File: src/rtl/obc_bitslice_feeder_pkg.sv
// Shared types and constants for the OBC bit-slice feeder.
// Optional feature macro used by the top: OBC_OFFSET_EN.
package obc_pkg;

    localparam int N_POINTS       = 16;
    localparam int DEFAULT_DATA_W = 16;
    localparam int DEFAULT_ROM_W  = 32;
    localparam int DEFAULT_ACC_W  = 48;

    typedef enum logic [1:0] {
        IDLE  = 2'd0,
        SHIFT = 2'd1,
        DONE  = 2'd2
    } state_t;

endpackage

File: src/rtl/obc_bitslice_feeder_if.sv
// Block/slice/result handshake bundle between the feeder and its neighbours.
import obc_pkg::*;

interface obc_bitslice_feeder_if #(
    parameter int DATA_W = DEFAULT_DATA_W,
    parameter int ROM_W  = DEFAULT_ROM_W,
    parameter int ACC_W  = DEFAULT_ACC_W
);
    logic                         in_valid;
    logic                         in_ready;
    logic [N_POINTS*DATA_W-1:0]   in_data;
    logic [N_POINTS-1:0]          xslice;
    logic                         m;
    logic                         slice_valid;
    logic [ROM_W-1:0]             rom_in;
    logic                         out_valid;
    logic                         out_ready;
    logic [ACC_W-1:0]             out_data;
    logic                         busy;

    // Feeder side
    modport slave (
        input  in_valid, in_data, rom_in, out_ready,
        output in_ready, xslice, m, slice_valid, out_valid, out_data, busy
    );

    // Sample source / ROM / result sink side
    modport master (
        output in_valid, in_data, rom_in, out_ready,
        input  in_ready, xslice, m, slice_valid, out_valid, out_data, busy
    );
endinterface

File: src/rtl/obc_bitslice_feeder_shifter.sv
// 16 parallel right-shift registers presenting one bit of every sample per
// cycle, plus the slice counter and the last-slice flag.
import obc_pkg::*;

module obc_slice_shifter #(
    parameter int DATA_W = DEFAULT_DATA_W,
    localparam int IDX_W = $clog2(DATA_W)
) (
    input  logic                                clk,
    input  logic                                rst_n,
    input  logic                                load_i,
    input  logic                                shift_i,
    input  logic [N_POINTS-1:0][DATA_W-1:0]     data_i,
    output logic [N_POINTS-1:0]                 xslice_o,
    output logic [IDX_W-1:0]                    idx_o,
    output logic                                last_o
);
    logic [N_POINTS-1:0][DATA_W-1:0] sr_q;
    logic [IDX_W-1:0]                idx_q;

    // Capture a block, or shift every sample right by one slice
    always_ff @(posedge clk or negedge rst_n) begin
        if (!rst_n) begin
            sr_q  <= '0;
            idx_q <= '0;
        end else if (load_i) begin
            sr_q  <= data_i;
            idx_q <= '0;
        end else if (shift_i) begin
            for (int k = 0; k < N_POINTS; k++)
                sr_q[k] <= sr_q[k] >> 1;
            idx_q <= idx_q + 1'b1;
        end
    end

    // Current slice is the LSB column of the register bank
    always_comb begin
        xslice_o = '0;
        for (int k = 0; k < N_POINTS; k++)
            xslice_o[k] = sr_q[k][0];
    end

    assign idx_o  = idx_q;
    assign last_o = (idx_q == IDX_W'(DATA_W - 1));

endmodule

File: src/rtl/obc_bitslice_feeder.sv
// OBC bit-serial feeder: sends a 16-sample block LSB-first as bit-slices to a
// ROM stage and shift-accumulates the returned partial sums into one result.
// Optional macro OBC_OFFSET_EN: preload the accumulator with OFFSET.
import obc_pkg::*;

module obc_bitslice_feeder #(
    parameter int                       DATA_W = DEFAULT_DATA_W,
    parameter int                       ROM_W  = DEFAULT_ROM_W,
    parameter int                       ACC_W  = DEFAULT_ACC_W,
    parameter logic signed [ACC_W-1:0]  OFFSET = '0,
    localparam int                      IDX_W  = $clog2(DATA_W)
) (
    input  logic                 clk,
    input  logic                 rst_n,
    obc_bitslice_feeder_if.slave bus
);
`ifdef OBC_OFFSET_EN
    // Constant term of the OBC expansion folded in at block start
    localparam logic [ACC_W-1:0] ACC_INIT = OFFSET;
`else
    // OFFSET has no effect in this build
    localparam logic [ACC_W-1:0] ACC_INIT = OFFSET & {ACC_W{1'b0}};
`endif

    state_t                          state_q;
    logic [ACC_W-1:0]                acc_q, acc_d;
    logic                            in_ready_q, out_valid_q, busy_q;
    logic [N_POINTS-1:0][DATA_W-1:0] samples;
    logic [N_POINTS-1:0]             xslice_raw;
    logic [IDX_W-1:0]                idx;
    logic                            last;
    logic                            load, shift;
    logic [ACC_W-1:0]                rom_ext;

    assign samples = bus.in_data;
    assign load    = (state_q == IDLE) && bus.in_valid;
    assign shift   = (state_q == SHIFT);

    obc_slice_shifter #(.DATA_W(DATA_W)) u_shifter (
        .clk      (clk),
        .rst_n    (rst_n),
        .load_i   (load),
        .shift_i  (shift),
        .data_i   (samples),
        .xslice_o (xslice_raw),
        .idx_o    (idx),
        .last_o   (last)
    );

    // Weight this slice's partial sum by 2^idx; sign of the MSB slice is the ROM's job
    always_comb begin
        rom_ext = {{(ACC_W-ROM_W){bus.rom_in[ROM_W-1]}}, bus.rom_in};
        acc_d   = acc_q + (rom_ext << idx);
    end

    // Control FSM with registered handshake outputs and the accumulator
    always_ff @(posedge clk or negedge rst_n) begin
        if (!rst_n) begin
            state_q     <= IDLE;
            acc_q       <= '0;
            in_ready_q  <= 1'b1;
            out_valid_q <= 1'b0;
            busy_q      <= 1'b0;
        end else begin
            case (state_q)
                IDLE: begin
                    if (bus.in_valid) begin
                        state_q    <= SHIFT;
                        acc_q      <= ACC_INIT;
                        in_ready_q <= 1'b0;
                        busy_q     <= 1'b1;
                    end
                end
                SHIFT: begin
                    acc_q <= acc_d;
                    if (last) begin
                        state_q     <= DONE;
                        out_valid_q <= 1'b1;
                    end
                end
                DONE: begin
                    if (bus.out_ready) begin
                        state_q     <= IDLE;
                        out_valid_q <= 1'b0;
                        in_ready_q  <= 1'b1;
                        busy_q      <= 1'b0;
                    end
                end
                default: begin
                    state_q     <= IDLE;
                    in_ready_q  <= 1'b1;
                    out_valid_q <= 1'b0;
                    busy_q      <= 1'b0;
                end
            endcase
        end
    end

    // Slice outputs are only driven while shifting so the ROM sees zero otherwise
    assign bus.slice_valid = shift;
    assign bus.xslice      = shift ? xslice_raw : '0;
    assign bus.m           = shift && last;
    assign bus.in_ready    = in_ready_q;
    assign bus.out_valid   = out_valid_q;
    assign bus.out_data    = acc_q;
    assign bus.busy        = busy_q;

endmodule

File: src/flat_wrapper.sv
// flat-port wrapper written by rule: the top's interface ports become plain ports
module obc_bitslice_feeder_flat 
#(
    parameter int                       DATA_W = DEFAULT_DATA_W,
    parameter int                       ROM_W  = DEFAULT_ROM_W,
    parameter int                       ACC_W  = DEFAULT_ACC_W,
    parameter logic signed [ACC_W-1:0]  OFFSET = '0,
    localparam int                      IDX_W  = $clog2(DATA_W)
)
  (clk, rst_n, bus_in_valid, bus_in_data, bus_rom_in, bus_out_ready, bus_in_ready, bus_xslice, bus_m, bus_slice_valid, bus_out_valid, bus_out_data, bus_busy);
  obc_bitslice_feeder_if #(.DATA_W(DATA_W), .ROM_W(ROM_W), .ACC_W(ACC_W)) bus_i ();
  input  logic clk;
  input  logic rst_n;
  input wire logic [$bits(bus_i.in_valid)-1:0] bus_in_valid;
  input wire logic [$bits(bus_i.in_data)-1:0] bus_in_data;
  input wire logic [$bits(bus_i.rom_in)-1:0] bus_rom_in;
  input wire logic [$bits(bus_i.out_ready)-1:0] bus_out_ready;
  output wire logic [$bits(bus_i.in_ready)-1:0] bus_in_ready;
  output wire logic [$bits(bus_i.xslice)-1:0] bus_xslice;
  output wire logic [$bits(bus_i.m)-1:0] bus_m;
  output wire logic [$bits(bus_i.slice_valid)-1:0] bus_slice_valid;
  output wire logic [$bits(bus_i.out_valid)-1:0] bus_out_valid;
  output wire logic [$bits(bus_i.out_data)-1:0] bus_out_data;
  output wire logic [$bits(bus_i.busy)-1:0] bus_busy;
  assign bus_i.in_valid = bus_in_valid;
  assign bus_i.in_data = bus_in_data;
  assign bus_i.rom_in = bus_rom_in;
  assign bus_i.out_ready = bus_out_ready;
  assign bus_in_ready = bus_i.in_ready;
  assign bus_xslice = bus_i.xslice;
  assign bus_m = bus_i.m;
  assign bus_slice_valid = bus_i.slice_valid;
  assign bus_out_valid = bus_i.out_valid;
  assign bus_out_data = bus_i.out_data;
  assign bus_busy = bus_i.busy;
  obc_bitslice_feeder #(.DATA_W(DATA_W), .ROM_W(ROM_W), .ACC_W(ACC_W), .OFFSET(OFFSET)) u_core (.clk(clk), .rst_n(rst_n), .bus(bus_i));
endmodule
File: config.mk
export PLATFORM = sky130hd
export DESIGN_NAME = obc_bitslice_feeder_flat
export DESIGN_NICKNAME = d
export VERILOG_FILES = /design/src/rtl/obc_bitslice_feeder_pkg.sv /design/src/rtl/obc_bitslice_feeder_if.sv /design/src/rtl/obc_bitslice_feeder_shifter.sv /design/src/rtl/obc_bitslice_feeder.sv /design/src/flat_wrapper.sv
export SDC_FILE = /design/constraint.sdc
export NUM_CORES = 1
export LEC_CHECK = 0
export CORE_MARGIN = 5
export CORE_UTILIZATION = 49
export CTS_BUF_LIST = sky130_fd_sc_hd__clkbuf_16
export CTS_CLUSTER_DIAMETER = 80
export DETAILED_ROUTE_END_ITERATION = 8
export PLACE_DENSITY_LB_ADDON = 0.12
export SLEW_MARGIN = 0
export SYNTH_ARGS = -nofsm -noshare
export SYNTH_HDL_FRONTEND = slang
export SYNTH_HIERARCHICAL = 1
export SYNTH_SLANG_ARGS = --single-unit
File: constraint.sdc
create_clock -name clk -period 12.5 [get_ports clk]
set_clock_uncertainty 0.15 [all_clocks]
set_input_delay 2.5 -clock clk [delete_from_list [all_inputs] [get_ports clk]]
set_output_delay 2.5 -clock clk [all_outputs]
set_load 0.1 [all_outputs]
==> run summary <==
The largest fanout of any net on the critical path was 138. The critical path in this run is classified as register to primary output. In this run the worst setup path begins at u_core/state_q[1]. The die covers 41400 µm². The detailed router finished its first iteration with 922 violations.

The delay of the slowest critical-path stage is 1.22 ns. TritonCTS built the clock tree. The synthesized design contains 0 enable-type register cells. The clock root buffer is sky130_fd_sc_hd__clkbuf_16. For the finished layout, the period the worst path requires is 7.03 ns. Traced cell by cell, the critical path runs through nand2b_2 > buf_4 > inv_8 > buf_12 > and2_1 > clkdlybuf4s50_1.

The flow ran to the end, and the final reports show no timing, DRC or antenna violations. For the worst-skew pair, the clock arrives at the later sink with an insertion delay of 0.55 ns. For the number of warnings printed during yosys synthesis, the log shows 6. The mean number of vias per cell works out to 5.51. Together, buffers and inverters on the worst path number 4. For this block, the routed nets add up to 49.9 mm of wire.

The logs give 36800 µm² for the placeable core region and 14900 for the number of global-route vias before repair. The post-route core utilization is 62.3%, and the synthesized area per cell is 9.44 µm². For the number of nets produced by synthesis, the log shows 2283. Critical-path cell with the highest stage delay: sky130_fd_sc_hd__clkdlybuf4s50_1.

The final number of max-transition violations was 0. The fmax is 0.142 GHz, and the instance area after placement is 21800 µm². Summing over every cut layer, the via total after detailed routing is 14900. The initial utilization of the core area, before any placement, comes to 49.9%. The synthesis-stage register bit count is 313. Setup violations remaining at the end of the flow were counted as 0.

The die is 203 µm wide. Final design area excluding fillers: 22900 µm². STA classifies the critical path endpoint as a primary output. The number of setup buffers added after CTS is 0. The most instantiated flip-flop cell in the synthesis netlist was sky130_fd_sc_hd__dfrtp_1. By count the netlist is led by sky130_fd_sc_hd__nand2_1, sky130_fd_sc_hd__dfrtp_1, sky130_fd_sc_hd__mux2i_1, sky130_fd_sc_hd__o21ai_1, sky130_fd_sc_hd__o21ai_0.

The average wire per standard cell works out to 18.4 µm. The number of buffers between clock root and the deepest sink is 3. The final weighted congestion in routability-driven placement was 0.921. The vertical die dimension was 203 µm; the number of top-level pins was 361.

The run gives 18300 µm² as the post-synthesis instance area. Setup repair after global routing left no endpoint under its margin. After detailed routing, the number of remaining DRC violations is 0. The total overflow left after global routing is 0.

The beginning of the worst register-to-register path is u_core/u_shifter/idx_o[2]. The proportion of synthesized chip area in sequential cells was 42.7%. Among all cell types in the netlist, the one instantiated most often is sky130_fd_sc_hd__nand2_1.

The endpoint of the worst register-to-register path is u_core/bus.out_data[42]. The all-layer global routing usage is 23.6%, and the transition time at the pin with the least slew margin is 1.10 ns. The logs give 4.38 ns for the endpoint arrival time on the critical path and 65 for the distinct cell type count after synthesis.

The setup slack of the worst register-to-register path was 7.58 ns. The final-report hold violation count is 0. Entering global routing, the biggest net connects 245 pins.

The sum of net half-perimeters after detailed placement was 36.1 mm; the quantity of I/O buffers inserted on ports was 360. The post-synthesis cell count was 1942. In this run the most critical hold path is launched from u_core/bus.in_ready. The final cycle utilization of the critical path is 56.3%, and the area growth from synthesis to layout is 25.0%. The tools report the critical path launch point type as a register. The count of nets left with antenna violations after detail routing was 0; the path depth of the worst reg2reg path was 13. The H-tree was split into 2 levels.

The clock-pin slew of the registers on the worst-case setup and hold paths works out to 0.06 ns. The worst hold path terminates at u_core/bus.in_ready. In the post-synthesis netlist, the biggest area contributors are sky130_fd_sc_hd__dfrtp_1, sky130_fd_sc_hd__mux2i_1, sky130_fd_sc_hd__nand2_1. The tree built by TritonCTS fans out to 313 sinks.

The layout cell share with drive strength beyond 1 works out to 4.80%. Buffers inserted to repair hold after CTS numbered 0. In this run the worst hold path is classified as register to register. In the final timing run, aggregate negative setup slack is 0 ns. Number of max-cap violations: 0.

The total number of nets in the final design was 2542. The relative slew slack was 26.5%. The layout has 3182 filler cells.

Counting instances, the worst hold path has a depth of 2. For this run, asynchronously set or reset flops after synthesis account for 100%. The first global-routing pass estimated 79.5 mm of wire. The cell accounting for the most synthesized area was sky130_fd_sc_hd__dfrtp_1. The run gives 9.85 ns as the required time at the worst-slack endpoint. The number of detailed-route iterations in the first pass is 5, and the number of antenna violations at the first check in global routing is 18. The number of gates resized after CTS was 0. The portion of synthesized cell area occupied by the leading cell type was 42.6%. The family of cells with the greatest summed delay on the critical path is buffers and inverters. The number of clock buffers added by TritonCTS is 37. The count of standard-cell rows was 70.
kinds of logic after synthesis:
family                     count (synthesis)  synth area share, %
and+or+nand+nor                          529                 12.3
adders and majority gates                 49                 3.38
muxes                                    311                 18.1
buffers and inverters                    172                 5.31
AOI/OAI and AO/OA                        526                 16.2
xor gates and xnor gates                  42                 2.01
DFF                                      313                 42.7
worst register-to-register path: stages (launching register included):
cell and delay (ns):
sky130_fd_sc_hd__dfrtp_2 0.96, sky130_fd_sc_hd__clkinv_1 0.67, sky130_fd_sc_hd__a21oi_1 0.50, sky130_fd_sc_hd__a21oi_1 0.16
sky130_fd_sc_hd__ha_1 0.39, sky130_fd_sc_hd__a21oi_1 0.28, sky130_fd_sc_hd__nand2_1 0.09, sky130_fd_sc_hd__a21oi_1 0.23
sky130_fd_sc_hd__nand3_1 0.26, sky130_fd_sc_hd__o2111a_1 0.34, sky130_fd_sc_hd__o22ai_2 0.26, sky130_fd_sc_hd__o21a_1 0.24
sky130_fd_sc_hd__xnor2_1 0.14, sky130_fd_sc_hd__o22ai_1 0.10
state kept, by name, summed over array words and instances, names as in the netlist:
| register | cells |
|---|---|
| u_core/u_shifter/idx_o | 4 |
| u_core/bus.out_valid | 1 |
| u_core/state_q | 2 |
| u_core/bus.out_data | 48 |
| u_core/u_shifter/xslice_o | 16 |
| u_core/bus.busy | 1 |
| u_core/bus.in_ready | 1 |
| u_core/u_shifter/sr_q | 240 |
worst max path at each step:
stage / to / slack [ns] / depth (start not counted)
3_3_place_gp: u_core/bus.out_data[42] / 5.92 / 15
3_5_place_dp: u_core/bus.out_data[42] / 5.86 / 15
6_report: bus_m / 5.47 / 6
4_1_cts: bus_m / 5.33 / 6
2_1_floorplan: u_core/bus.out_data[45] / 6.96 / 14
5_1_grt: bus_m / 5.23 / 6
metrics by stage:
stage,setup WS [ns],hold slack (ns),cells
2_1_floorplan,6.96,0.319,1942
3_3_place_gp,5.92,0.342,2630
3_5_place_dp,5.86,0.346,2630
4_1_cts,5.33,0.356,2695
5_1_grt,5.23,0.370,2705
6_report,5.47,0.347,2706
metal layers:
metal	track usage [%]	part of all wire, %	wire length, µm
met3	5.93	6.9	3440
met2	37.2	47	23600
met4	8.00	2.6	1290
met1	32.0	43	21500
met5	0	0.14	70
placed cells by master (no fill, tap or decap), types with 22 or more instances in the layout:
master,synthesis,final
sky130_fd_sc_hd__and2_1,23,22
sky130_fd_sc_hd__ha_1,48,48
sky130_fd_sc_hd__nand2b_1,23,22
sky130_fd_sc_hd__clkdlybuf4s50_1,0,359
sky130_fd_sc_hd__nor2_1,54,53
sky130_fd_sc_hd__a21oi_1,92,92
sky130_fd_sc_hd__o21ai_0,133,133
sky130_fd_sc_hd__o21ai_1,188,188
sky130_fd_sc_hd__clkbuf_16,0,38
sky130_fd_sc_hd__nand2_1,357,357
sky130_fd_sc_hd__inv_1,17,26
sky130_fd_sc_hd__mux2i_1,288,288
sky130_fd_sc_hd__xnor2_1,27,27
sky130_fd_sc_hd__dfrtp_1,312,309
cell type report:
cell class / instances / area [µm²] / area share, %
inverter: 19 / 78.8 / 0.344
sequential: 313 / 7840 / 34.2
multi-input combinational: 1457 / 9540 / 41.6
timing repair buffer: 373 / 3730 / 16.3
clock inverter: 27 / 174 / 0.759
clock buffer: 38 / 951 / 4.15
tap: 468 / 586 / 2.55
antenna: 11 / 27.5 / 0.120
Power is not shown: default switching activity piles up to over one toggle a cycle in this logic, so the estimate is an artifact.
